[src/rtl/vga_pkg.sv]
// vga_pkg: shared constants for the VGA scan path.
// Provides the 640x480@60 default timing, derived totals and sync windows,
// counter/coordinate widths and the packed {r,g,b} colour layout.
package vga_pkg;

  // Default 640x480@60 timing (pixels / lines).
  localparam int unsigned DEF_PIX_DIV  = 4;
  localparam int unsigned DEF_H_ACTIVE = 640;
  localparam int unsigned DEF_H_FP     = 16;
  localparam int unsigned DEF_H_SYNC   = 96;
  localparam int unsigned DEF_H_BP     = 48;
  localparam int unsigned DEF_V_ACTIVE = 480;
  localparam int unsigned DEF_V_FP     = 10;
  localparam int unsigned DEF_V_SYNC   = 2;
  localparam int unsigned DEF_V_BP     = 33;

  // Total length of one axis, active region plus all blanking.
  function automatic int unsigned axis_total(input int unsigned active,
                                             input int unsigned fp,
                                             input int unsigned sync,
                                             input int unsigned bp);
    return active + fp + sync + bp;
  endfunction

  localparam int unsigned DEF_H_TOTAL = axis_total(DEF_H_ACTIVE, DEF_H_FP, DEF_H_SYNC, DEF_H_BP);
  localparam int unsigned DEF_V_TOTAL = axis_total(DEF_V_ACTIVE, DEF_V_FP, DEF_V_SYNC, DEF_V_BP);

  localparam int unsigned DEF_H_SYNC_START = DEF_H_ACTIVE + DEF_H_FP;
  localparam int unsigned DEF_H_SYNC_END   = DEF_H_SYNC_START + DEF_H_SYNC;
  localparam int unsigned DEF_V_SYNC_START = DEF_V_ACTIVE + DEF_V_FP;
  localparam int unsigned DEF_V_SYNC_END   = DEF_V_SYNC_START + DEF_V_SYNC;

  // Widths.
  localparam int unsigned CNT_W   = 10;
  localparam int unsigned X_W     = 10;
  localparam int unsigned Y_W     = 9;
  localparam int unsigned CH_W    = 4;
  localparam int unsigned COLOR_W = 3 * CH_W;

  // Colour field slice positions within the 12-bit word.
  localparam int unsigned R_LSB = 2 * CH_W;
  localparam int unsigned G_LSB = CH_W;
  localparam int unsigned B_LSB = 0;

  typedef struct packed {
    logic [CH_W-1:0] r;
    logic [CH_W-1:0] g;
    logic [CH_W-1:0] b;
  } rgb_t;

endpackage

[src/rtl/vga_axis_counter.sv]
// vga_axis_counter: one raster axis (horizontal or vertical).
// Ports:
//   clk, rst_n : clock, async active-low reset
//   en         : advance the count by one position
//   cnt        : current position 0..TOTAL-1
//   active     : cnt is inside the visible region
//   sync_n     : active-low sync, low for cnt in [ACTIVE+FP, ACTIVE+FP+SYNC)
//   wrap       : cnt is at TOTAL-1 (next en returns to 0)
// All decodes are registered alongside cnt from its next value, so they
// always describe the current cnt.
module vga_axis_counter
  import vga_pkg::*;
#(
  parameter int unsigned ACTIVE = DEF_H_ACTIVE,
  parameter int unsigned FP     = DEF_H_FP,
  parameter int unsigned SYNC   = DEF_H_SYNC,
  parameter int unsigned BP     = DEF_H_BP
) (
  input  logic             clk,
  input  logic             rst_n,
  input  logic             en,
  output logic [CNT_W-1:0] cnt,
  output logic             active,
  output logic             sync_n,
  output logic             wrap
);

  localparam int unsigned TOTAL      = axis_total(ACTIVE, FP, SYNC, BP);
  localparam int unsigned SYNC_START = ACTIVE + FP;
  localparam int unsigned SYNC_END   = SYNC_START + SYNC;

  logic [CNT_W-1:0] cnt_nxt;

  // Next position: hold, step, or return to 0 after the last position.
  always_comb begin
    cnt_nxt = cnt;
    if (en) begin
      cnt_nxt = wrap ? '0 : cnt + CNT_W'(1);
    end
  end

  // Position register plus decodes of the position being loaded.
  always_ff @(posedge clk or negedge rst_n) begin
    if (!rst_n) begin
      cnt    <= '0;
      active <= 1'b1;
      sync_n <= 1'b1;
      wrap   <= 1'b0;
    end else begin
      cnt    <= cnt_nxt;
      active <= (cnt_nxt < CNT_W'(ACTIVE));
      sync_n <= !((cnt_nxt >= CNT_W'(SYNC_START)) && (cnt_nxt < CNT_W'(SYNC_END)));
      wrap   <= (cnt_nxt == CNT_W'(TOTAL - 1));
    end
  end

endmodule

[src/rtl/vga_scan_ctrl.sv]
// vga_scan_ctrl: VGA raster timing generator and pin driver.
// Ports:
//   clk, rst_n        : system clock, async active-low reset
//   vga_color         : renderer colour for (x_count, y_count), {r,g,b}
//   x_count, y_count  : visible coordinate, 0 during blanking
//   pix_tick          : one-clk pulse after each coordinate advance
//   frame_tick        : one-clk pulse on entry to vertical blank
//   video_on          : coordinate is visible
//   hsync, vsync      : active-low syncs, aligned with RGB
//   vga_r/g/b         : pixel colour, 0 while blanked
// Pipeline: stage 0 registers coordinate and raw syncs on pix_en; the
// renderer's colour is sampled mid-pixel; stage 1 drives the pins one pixel
// later so syncs and colour for the same pixel leave together.
module vga_scan_ctrl
  import vga_pkg::*;
#(
  parameter int unsigned PIX_DIV  = DEF_PIX_DIV,
  parameter int unsigned H_ACTIVE = DEF_H_ACTIVE,
  parameter int unsigned H_FP     = DEF_H_FP,
  parameter int unsigned H_SYNC   = DEF_H_SYNC,
  parameter int unsigned H_BP     = DEF_H_BP,
  parameter int unsigned V_ACTIVE = DEF_V_ACTIVE,
  parameter int unsigned V_FP     = DEF_V_FP,
  parameter int unsigned V_SYNC   = DEF_V_SYNC,
  parameter int unsigned V_BP     = DEF_V_BP
) (
  input  logic               clk,
  input  logic               rst_n,
  input  logic [COLOR_W-1:0] vga_color,
  output logic [X_W-1:0]     x_count,
  output logic [Y_W-1:0]     y_count,
  output logic               pix_tick,
  output logic               frame_tick,
  output logic               video_on,
  output logic               hsync,
  output logic               vsync,
  output logic [CH_W-1:0]    vga_r,
  output logic [CH_W-1:0]    vga_g,
  output logic [CH_W-1:0]    vga_b
);

  localparam int unsigned DIV_W = $clog2(PIX_DIV);

  logic [DIV_W-1:0] div_cnt;
  logic             pix_en;
  logic             sample_en;

  logic [CNT_W-1:0] h_cnt;
  logic [CNT_W-1:0] v_cnt;
  logic             h_active;
  logic             v_active;
  logic             h_sync_n;
  logic             v_sync_n;
  logic             h_wrap;
  logic             v_wrap;
  logic             v_en;

  logic             hs_q;
  logic             vs_q;
  rgb_t             color_q;

  // The vertical counter wraps on its own; its wrap flag has no consumer here.
  logic             unused_v_wrap;
  assign unused_v_wrap = v_wrap;

  // Pixel strobe at the end of each divider period; colour is sampled one
  // clk earlier so the renderer has the rest of the pixel to settle.
  assign pix_en    = (div_cnt == DIV_W'(PIX_DIV - 1));
  assign sample_en = (div_cnt == DIV_W'(PIX_DIV - 2));
  assign v_en      = pix_en && h_wrap;

  vga_axis_counter #(
    .ACTIVE (H_ACTIVE),
    .FP     (H_FP),
    .SYNC   (H_SYNC),
    .BP     (H_BP)
  ) u_h_axis (
    .clk    (clk),
    .rst_n  (rst_n),
    .en     (pix_en),
    .cnt    (h_cnt),
    .active (h_active),
    .sync_n (h_sync_n),
    .wrap   (h_wrap)
  );

  vga_axis_counter #(
    .ACTIVE (V_ACTIVE),
    .FP     (V_FP),
    .SYNC   (V_SYNC),
    .BP     (V_BP)
  ) u_v_axis (
    .clk    (clk),
    .rst_n  (rst_n),
    .en     (v_en),
    .cnt    (v_cnt),
    .active (v_active),
    .sync_n (v_sync_n),
    .wrap   (v_wrap)
  );

  // Divider, ticks, colour sample, stage 0 and stage 1.
  always_ff @(posedge clk or negedge rst_n) begin
    if (!rst_n) begin
      div_cnt    <= '0;
      pix_tick   <= 1'b0;
      frame_tick <= 1'b0;
      color_q    <= '0;
      x_count    <= '0;
      y_count    <= '0;
      video_on   <= 1'b0;
      hs_q       <= 1'b1;
      vs_q       <= 1'b1;
      hsync      <= 1'b1;
      vsync      <= 1'b1;
      vga_r      <= '0;
      vga_g      <= '0;
      vga_b      <= '0;
    end else begin
      div_cnt    <= pix_en ? '0 : div_cnt + DIV_W'(1);
      pix_tick   <= pix_en;
      // Last pixel of the last visible line: next position starts vblank.
      frame_tick <= pix_en && h_wrap && (v_cnt == CNT_W'(V_ACTIVE - 1));

      if (sample_en) begin
        color_q <= rgb_t'(vga_color);
      end

      if (pix_en) begin
        x_count  <= h_active ? X_W'(h_cnt) : '0;
        y_count  <= v_active ? Y_W'(v_cnt) : '0;
        video_on <= h_active && v_active;
        hs_q     <= h_sync_n;
        vs_q     <= v_sync_n;

        hsync    <= hs_q;
        vsync    <= vs_q;
        vga_r    <= video_on ? color_q.r : '0;
        vga_g    <= video_on ? color_q.g : '0;
        vga_b    <= video_on ? color_q.b : '0;
      end
    end
  end

endmodule
[config.mk]
export PLATFORM = sky130hd
export DESIGN_NAME = vga_scan_ctrl
export DESIGN_NICKNAME = d
export VERILOG_FILES = /design/src/rtl/vga_pkg.sv /design/src/rtl/vga_axis_counter.sv /design/src/rtl/vga_scan_ctrl.sv
export SDC_FILE = /design/constraint.sdc
export NUM_CORES = 1
export LEC_CHECK = 0
export CAP_MARGIN = 10
export CELL_PAD_IN_SITES_DETAIL_PLACEMENT = 2
export CELL_PAD_IN_SITES_GLOBAL_PLACEMENT = 2
export CORE_ASPECT_RATIO = 0.8
export CORE_MARGIN = 2
export CORE_UTILIZATION = 35
export CTS_CLUSTER_SIZE = 14
export DETAILED_ROUTE_END_ITERATION = 8
export MAX_ROUTING_LAYER = met4
export PLACE_DENSITY_LB_ADDON = 0.1
export RECOVER_POWER = 25
export SYNTH_ARGS = -nofsm -noshare
export SYNTH_HDL_FRONTEND = slang
export SYNTH_SLANG_ARGS = --single-unit
[constraint.sdc]
create_clock -name clk -period 2.5 [get_ports clk]
set_input_delay 0.25 -clock clk [delete_from_list [all_inputs] [get_ports clk]]
set_output_delay 0.25 -clock clk [all_outputs]
set_load 0.02 [all_outputs]
Word-level counts from Yosys, hierarchy flattened
Index checks and enable logic that the tools add are counted. W data, S select, Z words.

Equality and inequality tests: 5. Reduce and logical (&&, ||, !) cells: 7. Add/sub/neg operators: 3. $lt $le $gt $ge: 6. Mux-type cells: 10.

Operators with widths (number): $mux W10 (5); $add A10 B1 Y10 const B (2); $eq A10 B10 Y1 const B (2); $lt A10 B10 Y1 const B (2); $lt A10 B9 Y1 const B (2); $mux W4 (3); $eq A10 B9 Y1 const B (1); $ge A10 B10 Y1 const B (1); $ge A10 B9 Y1 const B (1); $mux W9 (1); $logic_and A1 B1 Y1 (5); $eq A2 B2 Y1 const B (2); $add A2 B1 Y2 const B (1); $logic_not A1 Y1 (2); $mux W2 (1).

Input port bits: 14. Output and inout bits: 36. Word-level logic and storage cells: 55. Register bits: 78.

Longest topological paths before layout
Word-level depth: 6. Mapped depth: 8. Gate-level depth less buffers: 6.

Cells and area by module
From an unflattened synthesis, not the netlist that was laid out.

Cells, all modules: 330. Area, all modules: 3627.2 µm².

By module, submodules not included: vga_scan_ctrl (instances 1, cells an instance 166, area an instance 2045.7 µm², sequential area each 1306.3 µm²); vga_axis_counter (u_v_axis) (instances 1, cells an instance 87, area an instance 830.8 µm², sequential area each 327.8 µm²); vga_axis_counter (u_h_axis) (instances 1, cells an instance 77, area an instance 750.7 µm², sequential area each 327.8 µm²).

Least setup slack after synthesis
Ideal clock, no wire load.

Path kind: register to register. From: reg u_v_axis.cnt[1]. To: reg u_v_axis.wrap. Library setup time: 96 ps. Required time: 2404 ps. Period minus slack after synthesis: 2013 ps. Arrival: 1917 ps. Path buffers: 0. Cell stages (with the launch flop): 7. Slack: 487 ps. Cell sequence: dfrtp_1 ha_1 or3b_2 o311ai_1 nand2_1 or4b_4 nor4_2.

Longest elaborated chain between the ends: 4.

RTL lines: start, declared (RTL line vga_axis_counter.sv:22) `output logic [CNT_W-1:0] cnt,`; start signal, assigned (RTL line vga_axis_counter.sv:50) `cnt <= cnt_nxt;`; $add A10 B1 Y10 (RTL line vga_axis_counter.sv:38) `cnt_nxt = wrap ? '0 : cnt + CNT_W'(1);`; $mux W10 (RTL line vga_axis_counter.sv:38); $mux W10 (RTL line vga_axis_counter.sv:37) `if (en) begin`; net u_v_axis.cnt_nxt[2] (RTL line vga_axis_counter.sv:32) `logic [CNT_W-1:0] cnt_nxt;`; $eq A10 B10 Y1 (RTL line vga_axis_counter.sv:53) `wrap <= (cnt_nxt == CNT_W'(TOTAL - 1));`; end signal, assigned (RTL line vga_axis_counter.sv:53); end, declared (RTL line vga_axis_counter.sv:25) `output logic wrap`.

The timed path passes the listed nets, and every way through them passes these cells. A chain may end at the register's enable or synchronous reset.

Final worst setup path
Same ends and word-level chain as after synthesis.

==> impl_results.rst <==
.. list-table::
   :header-rows: 1

   * - Metric
     - Value
   * - Skew final
     - a little under 0.008 ns
   * - Top achievable clock speed
     - between 400 and 500 MHz
   * - Register share of total power
     - 0.483
   * - TNS Setup
     - 0 ns
   * - Post-Synthesis Cell Area
     - between 3000 and 4000 um2
   * - Routed vias
     - between 2k and 3k
   * - Leading cell types by total area after synthesis
     - dfrtp_1, dfstp_2, mux2_2
   * - Setup-failing EPs final
     - 0
   * - Max-cap violations
     - 0
   * - Global route total overflow
     - 0
   * - Detail Route Antenna Nets
     - 0
   * - Critical R2R Capture
     - u_v_axis.wrap$_DFF_PN0_
   * - Total Routed Length
     - approximately 9500 um
   * - Effective utilization at floorplan
     - 0.361
   * - Clock latency on the worst-skew pair
     - 0.33 ns
   * - Layout Nets
     - around 400
   * - Clock power frac
     - 0.478
   * - Critical path data required time
     - ~2.8 ns
   * - Hold slack final
     - a little under 0.5 ns
   * - Placed cell area
     - about 4200 um2
   * - Number of max-slew violations in the final report
     - 0
   * - Standard-cell row count
     - 32
   * - Clk Tree Root Cell
     - clkbuf_16
   * - Number of setup buffers added after CTS
     - 0
   * - Most frequently used cell type in the post-synthesis netlist
     - dfrtp_1
   * - Total of warnings raised by yosys
     - 0
   * - Clock sinks
     - 78
   * - Worst Reg2Reg Path Length in Cells
     - 6
   * - Worst Setup End Kind
     - flip-flop
   * - Clock buffers created by TritonCTS
     - 9
   * - Slowest stage cell, crit path
     - dfrtp_1
   * - TritonCTS clock tree
     - done
   * - Flops & latches, synth
     - 78
   * - Number of buffers on the longest clock path
     - 2
   * - EDFF count, synth
     - 0
   * - Ranking of synthesized cells by instance count
     - dfrtp_1, nand3_1, inv_1, o21ai_0, nor2_1
   * - Die Span X
     - 116 um
   * - Final worst path period share
     - 0.909
   * - Register-to-register setup slack
     - roughly 0.23 ns
   * - Transition time at the pin with the least slew margin
     - between 1 and 1.5 ns
   * - Maximum vdd ir drop
     - roughly 0.00036 V
   * - Path type of the worst setup path
     - reg2reg
   * - Crit start category
     - flip-flop
   * - Initial antenna violation count
     - 0
   * - Worst setup path end
     - u_v_axis.wrap$_DFF_PN0_
   * - Per-cell routed wire length
     - around 18 um
   * - Switching Power
     - 575 uW
   * - Count of input and output buffers
     - just under 50
   * - DR DRC count
     - 0
   * - Reg-to-reg critical path startpoint
     - u_v_axis.cnt[1]$_DFF_PN0_
   * - Y dimension of the die
     - 93.4 um
   * - Proportion of register bits with asynchronous set or reset after synthesis
     - 1.00
   * - Via count of the first global-routing pass
     - approximately 3.0k
   * - Clock period minus worst slack
     - about 2.3 ns
   * - Slowest stage delay, CP
     - approximately 0.52 ns
   * - Sequential element share of the synthesized area
     - 0.561
   * - RD Place Congestion
     - approximately 0.83
   * - Diodes inserted
     - 0
   * - Area Growth Syn to Fin
     - 28.3%
   * - Largest net degree at the start of global routing
     - 46
   * - Post-Syn Nets
     - between 300 and 400
   * - Clock transition at the registers of the reported paths
     - around 0.060 ns
   * - Final hold vios
     - 0
   * - Io pins
     - 50
   * - Synth Instances
     - 329
   * - Internal power component
     - between 2000 and 2500 uW
   * - Relative max-transition margin
     - 0.210
   * - Switching portion of total power
     - 0.215
   * - Share of Yosys cell area claimed by the top area cell type
     - 0.501
   * - Main flop type after synthesis
     - dfrtp_1
   * - First-pass GRT wire length
     - ~16000 um
   * - Setup repair after global routing missed its margin
     - false
   * - Arrival time at the worst endpoint
     - approximately 2.5 ns
   * - Area enclosed by the die boundary
     - ~11000 um2
   * - Distinct cell type count of the synthesized netlist
     - 47
   * - Detailed Place HPWL
     - approximately 6800 um
   * - Fraction of final layout cells with drive strength greater than 1
     - 0.162
   * - Pre-Repair DR Iteration Count
     - 4
   * - Level count of the clock H-tree
     - 3
   * - Per-instance average area after synthesis
     - ~11 um2
   * - Area of the core region
     - around 9700 um2
   * - Areal power density over the cells
     - 596 nW/um2
   * - Critical Path Source
     - u_v_axis.cnt[1]$_DFF_PN0_
   * - P_leak
     - between 0.0015 and 0.002 uW
   * - Crit Path Max Fanout
     - 7
   * - Utilization after layout
     - 0.463
   * - Cell area after layout
     - around 4500 um2
   * - Cell taking the most area after synthesis
     - dfrtp_1
   * - Path class of the lowest-slack min-delay path
     - reg2reg
   * - Share of total power in combinational logic
     - 0.038
   * - Total global routing track utilization
     - 0.199
   * - Result of the run
     - complete, no violations
   * - Detailed router's first-iteration violation count
     - between 100 and 150
   * - Worst-path cell chain
     - ha_1 > nand3_1 > o311ai_1 > nand2_1 > or4b_4 > nor4_2
   * - Avg Vias per Cell
     - around 5.3
-- layout by cell type, fill, tap and decap left out, types with 3 or more instances in the layout --
master,instances
buf_4,12
o31ai_1,3
a31oi_1,3
and2_1,4
a221oi_1,3
mux2_2,16
ha_1,4
dfrtp_1,70
clkdlybuf4s50_1,48
nor2b_1,6
nor3_1,6
a22o_1,12
clkbuf_16,9
dfstp_2,8
nor4_1,5
clkinv_2,3
and4_1,3
nand2b_1,3
nand2_1,14
xnor2_1,6
inv_1,29
nand3_1,33
o21ai_0,29
nand4_1,4
or3_1,3
nor2_1,18
-- cell families (layout without fill, tap and decap cells) --
| group | count (synthesis) | in the layout | share of synthesized area |
|---|---|---|---|
| buffers and inverters | 49 | 108 | 0.0561 |
| adder cells (fa/ha/maj) | 5 | 5 | 0.0179 |
| XOR/XNOR | 7 | 7 | 0.0175 |
| multiplexers | 17 | 17 | 0.0543 |
| AO/OA/AOI/OAI | 64 | 64 | 0.124 |
| flip-flops | 78 | 78 | 0.561 |
| AND/OR/NAND/NOR | 109 | 109 | 0.170 |
-- worst max-delay path, delay by kind of cell, from the launching register on --
family	cells	cell delay [ns]
AND/OR/NAND/NOR	4	0.98
flip-flops	1	0.52
AO/OA/AOI/OAI	1	0.45
adder cells (fa/ha/maj)	1	0.25
-- sequential cells by signal, summed over array words and instances (netlist names), 2 cells and up --
signal and cells:
u_h_axis.cnt 10, x_count 10, div_cnt 2, y_count 9, vga_r 4, vga_b 4, color_q 12, u_v_axis.cnt 10
vga_g 4
-- metal layers --
layer,up-vias,part of all wire,GRT usage
met2,46,0.47,0.303
met4,0,0.011,0.0506
met1,1436,0.48,0.272
met3,9,0.039,0.0421
li1,1271,-,-
met5,-,0,-
-- timing repair --
| item | CTS | global route |
|---|---|---|
| hold buffers | 1 | 0 |
| endpoints found under the setup margin | 0 | 2 |
| endpoints found under the hold margin | 36 | 0 |
| gates resized for setup | 0 | 1 |
-- area by class of cell --
cell class / instances / area, um2
fill: 1029 / 5200
timing repair buffer: 64 / 617
tap: 136 / 170
clock inverter: 6 / 62.6
sequential: 78 / 1960
clock buffer: 9 / 225
inverter: 29 / 109
multi-input combinational: 202 / 1340
-- power by group through the flow --
stage                     logic, uW  clock network [uW]  registers (uW)
after floorplan                18.1                   0            1330
after global placement          103                   0            1320
after detailed placement        105                   0            1320
after CTS                       107                1330            1290
after global routing            114                1370            1300
final                           103                1280            1290
-- how the worst min path moves through the flow --
stage                             end              startpoint  cells after the start
3_5_place_dp   y_count[6]$_DFFE_PN0N_                   rst_n                      1
2_1_floorplan  color_q[0]$_DFFE_PN0N_                   rst_n                      0
5_1_grt          vga_r[1]$_DFFE_PN0N_  color_q[9]$_DFFE_PN0N_                      1
4_1_cts          vga_g[3]$_DFFE_PN0N_  color_q[7]$_DFFE_PN0N_                      1
3_3_place_gp   y_count[6]$_DFFE_PN0N_                   rst_n                      1
6_report         vga_g[3]$_DFFE_PN0N_  color_q[7]$_DFFE_PN0N_                      1
-- stage by stage --
stage	total power, uW	worst slack, ns	instances
after floorplan	1340	0.487	329
after global placement	1420	0.331	508
after detailed placement	1420	0.153	508
after CTS	2730	0.140	524
after global routing	2780	0.0631	524
final	2680	0.227	524
Note: power is estimated with default switching activity, not from simulation.
